## src/rtl/serial_add_seq_if.sv

```systemverilog
`default_nettype none
// +-----------------------------------------------------------------+
// | serial_add_seq_if : start/done handshake bundle for the         |
// |                     bit-serial adder sequencer.                 |
// | Rev 1.0                                                         |
// +-----------------------------------------------------------------+
interface serial_add_seq_if #(
    parameter int WIDTH = 8
);
    logic             start;
    logic [WIDTH-1:0] in_A;
    logic [WIDTH-1:0] in_B;
    logic             Cin;
    logic             busy;
    logic             done;
    logic [WIDTH-1:0] out_sum;
    logic             Cout;

    modport master (
        output start, in_A, in_B, Cin,
        input  busy, done, out_sum, Cout
    );

    modport slave (
        input  start, in_A, in_B, Cin,
        output busy, done, out_sum, Cout
    );
endinterface
`default_nettype wire

```

## src/rtl/serial_add_seq.sv

```systemverilog
`default_nettype none
// +-----------------------------------------------------------------+
// | serial_add_seq : one full-adder cell plus carry flop producing  |
// |                  a WIDTH-bit sum LSB first, one bit per cycle.  |
// | Rev 1.0                                                         |
// +-----------------------------------------------------------------+
module serial_add_seq #(
    parameter int WIDTH = 8
) (
    input  logic            clk,
    input  logic            rst_n,
    serial_add_seq_if.slave bus
);

    localparam int               CNT_W  = $clog2(WIDTH + 1);
    localparam logic [CNT_W-1:0] C_LAST = CNT_W'(WIDTH - 1);

    typedef enum logic [1:0] {
        S_IDLE = 2'd0,
        S_RUN  = 2'd1,
        S_DONE = 2'd2
    } state_t;

    state_t           r_state;
    state_t           w_state_nx;
    logic [WIDTH-1:0] r_a_sr;
    logic [WIDTH-1:0] r_b_sr;
    logic [WIDTH-1:0] r_s_sr;
    logic [WIDTH-1:0] w_s_nx;
    logic [WIDTH-1:0] r_out_sum;
    logic [CNT_W-1:0] r_cnt;
    logic             r_c_q;
    logic             r_cout;
    logic             r_busy;
    logic             r_done;
    logic             w_sum;
    logic             w_carry;
    logic             w_last;

    assign w_sum   = r_a_sr[0] ^ r_b_sr[0] ^ r_c_q;
    assign w_carry = (r_c_q & (r_a_sr[0] ^ r_b_sr[0])) | (r_a_sr[0] & r_b_sr[0]);
    assign w_last  = (r_cnt == C_LAST);

    // New sum bit enters at the MSB so the LSB-first stream lands in place.
    generate
        if (WIDTH == 1) begin : g_s_one
            assign w_s_nx = w_sum;
        end else begin : g_s_multi
            assign w_s_nx = {w_sum, r_s_sr[WIDTH-1:1]};
        end
    endgenerate

    always_ff @(posedge clk) begin
        if (!rst_n) begin
            r_state <= S_IDLE;
        end else begin
            r_state <= w_state_nx;
        end
    end

    always_comb begin
        w_state_nx = r_state;
        case (r_state)
            S_IDLE:  if (bus.start) w_state_nx = S_RUN;
            S_RUN:   if (w_last)    w_state_nx = S_DONE;
            S_DONE:  w_state_nx = S_IDLE;
            default: w_state_nx = S_IDLE;
        endcase
    end

    // Status flags are flopped from the next state so they align with it.
    always_ff @(posedge clk) begin
        if (!rst_n) begin
            r_busy <= 1'b0;
            r_done <= 1'b0;
        end else begin
            r_busy <= (w_state_nx != S_IDLE);
            r_done <= (w_state_nx == S_DONE);
        end
    end

    always_ff @(posedge clk) begin
        if (!rst_n) begin
            r_a_sr    <= '0;
            r_b_sr    <= '0;
            r_s_sr    <= '0;
            r_c_q     <= 1'b0;
            r_cnt     <= '0;
            r_out_sum <= '0;
            r_cout    <= 1'b0;
        end else begin
            case (r_state)
                S_IDLE: begin
                    if (bus.start) begin
                        r_a_sr <= bus.in_A;
                        r_b_sr <= bus.in_B;
                        r_c_q  <= bus.Cin;
                        r_cnt  <= '0;
                        r_s_sr <= '0;
                    end
                end
                S_RUN: begin
                    r_s_sr <= w_s_nx;
                    r_a_sr <= r_a_sr >> 1;
                    r_b_sr <= r_b_sr >> 1;
                    r_c_q  <= w_carry;
                    r_cnt  <= r_cnt + CNT_W'(1);
                    if (w_last) begin
                        r_out_sum <= w_s_nx;
                        r_cout    <= w_carry;
                    end
                end
                default: ;
            endcase
        end
    end

    assign bus.busy    = r_busy;
    assign bus.done    = r_done;
    assign bus.out_sum = r_out_sum;
    assign bus.Cout    = r_cout;

endmodule
`default_nettype wire

```

## src/flat_wrapper.sv

```systemverilog
// flat-port wrapper written by rule: the top's interface ports become plain ports
module serial_add_seq_flat 
#(
    parameter int WIDTH = 8
)
  (clk, rst_n, bus_start, bus_in_A, bus_in_B, bus_Cin, bus_busy, bus_done, bus_out_sum, bus_Cout);
  serial_add_seq_if #(.WIDTH(WIDTH)) bus_i ();
  input  logic clk;
  input  logic rst_n;
  input wire logic [$bits(bus_i.start)-1:0] bus_start;
  input wire logic [$bits(bus_i.in_A)-1:0] bus_in_A;
  input wire logic [$bits(bus_i.in_B)-1:0] bus_in_B;
  input wire logic [$bits(bus_i.Cin)-1:0] bus_Cin;
  output wire logic [$bits(bus_i.busy)-1:0] bus_busy;
  output wire logic [$bits(bus_i.done)-1:0] bus_done;
  output wire logic [$bits(bus_i.out_sum)-1:0] bus_out_sum;
  output wire logic [$bits(bus_i.Cout)-1:0] bus_Cout;
  assign bus_i.start = bus_start;
  assign bus_i.in_A = bus_in_A;
  assign bus_i.in_B = bus_in_B;
  assign bus_i.Cin = bus_Cin;
  assign bus_busy = bus_i.busy;
  assign bus_done = bus_i.done;
  assign bus_out_sum = bus_i.out_sum;
  assign bus_Cout = bus_i.Cout;
  serial_add_seq #(.WIDTH(WIDTH)) u_core (.clk(clk), .rst_n(rst_n), .bus(bus_i));
endmodule
```

## config.mk

```make
export PLATFORM = sky130hd
export DESIGN_NAME = serial_add_seq_flat
export DESIGN_NICKNAME = d
export VERILOG_FILES = /design/src/rtl/serial_add_seq_if.sv /design/src/rtl/serial_add_seq.sv /design/src/flat_wrapper.sv
export SDC_FILE = /design/constraint.sdc
export NUM_CORES = 1
export LEC_CHECK = 0
export BUFFER_PORTS_ARGS = -buffer_cell sky130_fd_sc_hd__buf_2
export CAP_MARGIN = 20
export CORE_AREA = 2 2 59 61
export CTS_CLUSTER_SIZE = 20
export DETAILED_ROUTE_END_ITERATION = 6
export DIE_AREA = 0 0 61 63
export HOLD_SLACK_MARGIN = 0.03
export PLACE_DENSITY = 0.74
export SLEW_MARGIN = 15
export SYNTH_ARGS = -nofsm -noshare
export SYNTH_HDL_FRONTEND = slang
export SYNTH_SLANG_ARGS = --single-unit
```

## constraint.sdc

```tcl
create_clock -name clk -period 2.1 [get_ports clk]
set_clock_uncertainty 0.2 [all_clocks]
set_input_delay 0.21 -clock clk [delete_from_list [all_inputs] [get_ports clk]]
set_output_delay 0.21 -clock clk [all_outputs]
set_load 0.01 [all_outputs]
```

==> impl_results.md <==
* Status: completed
* HPWL Detailed at 2350 um
* Total I/O pin count at 31
* Min Tclk post-route at 1.77 ns
* Largest net degree at the start of global routing at 33
* Fin Setup TNS at 0 ns
* WS Path Type: flip-flop to flip-flop
* Reg2reg path depth at 3
* First-pass GRT wire length at 5900 um
* Die X at 61 um
* Die ar. at 3840 um2
* Via count at 1,442
* Worst setup margin at 0.335 ns
* Rows at 21
* Switching part of the total at 25.2%
* Worst Hold End: u_core.r_c_q
* Initial DRC count at 55
* Dpl cell area at 1770 um2
* Avg Inst Size Synth at 9.39 um2
* Sw Pwr at 0.346 mW
* Reg-to-Reg Start: u_core.r_state[0]
* CTS tree: built
* Hold Crit Class: input pin to flip-flop
* Syn Nets at 195
* Postcts setup bufs at 0
* Synthesized area at 1630 um2
* # DRC at 0
* Worst-path clk slew at 0.11 ns
* Sink Count at 41
* Critical path data arrival time at 1.85 ns
* Core area at 3230 um2
* Most common cell after layout, fill and taps aside: dfxtp_1
* Pint at 1.03 mW
* Synth-to-layout area growth at 21.8%
* Finished Cell Area at 1980 um2
* Grt ovf at 0
* Max cap viols at 0
* Worst slew margin at 55.5%
* Starting Density at 50.3%
* Post-Route WL at 3680 um
* CP max FO at 11
* Worst-Margin Slew at 0.667 ns
* Fin. max-slew vios at 0
* Crit. End Element: flip-flop
* Vias in the first global route at 1,373
* CTS Buf Count at 5
* Number of synthesized flops with an enable pin at 0
* Initial antenna violation count at 0
* Vias per cell at 5.50
* Most frequent cells in the layout: 41 x dfxtp_1, 30 x buf_2, 18 x nand2_1
* Sequential Power Share at 60.7%
* Drt wl/cell at 14.0 um
* Cell Pwr Density at 694 nW/um2
* ANT nets after route at 0
* RSZ-0062 raised after global routing: no
* Clk network pwr share at 27.1%
* Predominant post-synthesis flop cell: dfxtp_1
* Async SR Flop Fraction at 0%
* Leakage at 0.781 nW
* DP Worst Slack at 0.368 ns
* Largest area contributor in the netlist: dfxtp_1
* Worst hold slack at 0.0461 ns
* Hold path startpoint: bus_Cin
* CTS Buffer Depth at 2
* Power consumption at 1.37 mW
* Net count reported at finish at 237
* Top-area cell type share of the netlist area at 50.5%
* R2r setup slk at 0.33 ns
* Synth cell types at 30
* Die Height at 63 um
* Final setup viols at 0
* Hold path cells at 3
* Worst vdd ir at 0.365 mV
* Hold Violations, Final at 0
* Sequential share of the synthesized area at 50.5%
* Synth top area cells: dfxtp_1 51%, mux2i_1 6.2%, o22ai_1 5.4%, a22oi_1 4.2%, nand2_1 4.2%
* Startpoint types: flip-flop
* Final period utilization at 84.1%
* Antenna Diode Count at 0
* GRT Total Usage at 20.9%
* CTS Root Cell: clkbuf_4
* #FFs+latches synth at 41
* Port Buffers at 30
* GPL Wtd Cong at 0.757
* Clock Latency Late Sink at 0.36 ns
* Synth warnings at 0
* Share of cells above drive strength 1 at 18.5%
* Drt first pass iters at 4
* Worst r2r dst: u_core.bus.out_sum[1]
* Comb pwr share at 12.2%
* Syn Inst Count at 173
* Max Freq at 567 MHz
* Req. time, crit path at 2.18 ns
* CTS H-tree depth at 2
==> kinds of logic after synthesis <==
group | share of synthesized area [%]
multiplexers | 6.16
adder cells (fa/ha/maj) | 2.00
buffers and inverters | 5.70
flip-flops | 50.5
AO/OA/AOI/OAI | 22.0
AND/OR/NAND/NOR | 13.6
==> sequential cells by signal (all words and copies together) (netlist names) <==
| register | count |
|---|---|
| u_core.bus.out_sum | 8 |
| u_core.r_a_sr | 8 |
| u_core.r_b_sr | 8 |
| u_core.r_s_sr | 7 |
| u_core.r_cnt | 4 |
| u_core.r_state | 2 |
| u_core.bus.Cout | 1 |
| u_core.bus.busy | 1 |
| u_core.bus.done | 1 |
| u_core.r_c_q | 1 |
==> per-layer routing <==
layer | vias up | track usage [%] | routed length [um]
met4 | 0 | 11.7 | 77
met2 | 48 | 34.0 | 1880
met3 | 7 | 5.18 | 212
li1 | 701 | - | -
met5 | - | 0 | 0
met1 | 686 | 24.2 | 1510
==> worst max-delay path: stages (launching register included) <==
cell and delay, ns:
dfxtp_1 0.52, nor2b_4 0.33, and4b_4 0.41, mux2i_1 0.23
==> synthesized netlist by cell type, types with 2 or more instances <==
master and count:
a21oi_1 13, nor3_1 2, mux2i_1 10, nand3_1 2, clkbuf_1 7, a22oi_1 9, o21ai_0 13, dfxtp_1 41
and2_1 2, nand2_1 18, buf_2 2, nor2_1 12, o22ai_1 14, buf_6 3, inv_1 5, a221oi_1 3
nand2b_1 4
==> power groups by stage <==
stage                     Clock, mW  Combinational [mW]  Sequential [mW]
after CTS                     0.371               0.163            0.833
after global placement            0               0.134            0.848
after global routing          0.415               0.185            0.838
after floorplan                   0               0.109            0.843
final                         0.371               0.168            0.834
after detailed placement          0               0.141            0.850
==> stage by stage <==
step	utilization [%]	instances
2_1_floorplan	-	173
3_3_place_gp	54.8	238
3_5_place_dp	54.8	238
4_1_cts	61.2	262
5_1_grt	61.2	262
6_report	61.2	262
==> repair_timing <==
action / CTS / global route
endpoints found under the hold margin: 16 / 0
setup endpoints to repair: 0 / 0
gates resized for setup: 0 / 0
hold buffers: 16 / 0
==> worst max path at each step <==
stage	start	end	slack, ns
after CTS	u_core.r_state[0]	u_core.bus.out_sum[1]	0.34
after global routing	u_core.r_state[0]	u_core.bus.out_sum[2]	0.25
after detailed placement	u_core.r_state[0]	u_core.bus.out_sum[1]	0.37
after global placement	u_core.r_state[0]	u_core.bus.out_sum[1]	0.48
final	u_core.r_state[0]	u_core.bus.out_sum[1]	0.33
after floorplan	u_core.r_state[0]	u_core.bus.Cout	0.61
==> layout make-up <==
| class | count | area, um2 |
|---|---|---|
| well taps | 46 | 57.6 |
| repair buffers | 47 | 318 |
| flip-flops and latches | 41 | 821 |
| clock buffers | 8 | 48.8 |
| fillers | 275 | 1250 |
| inverters | 6 | 22.5 |
| multi-input cells | 114 | 712 |
Note: power is estimated with default switching activity, not from simulation.
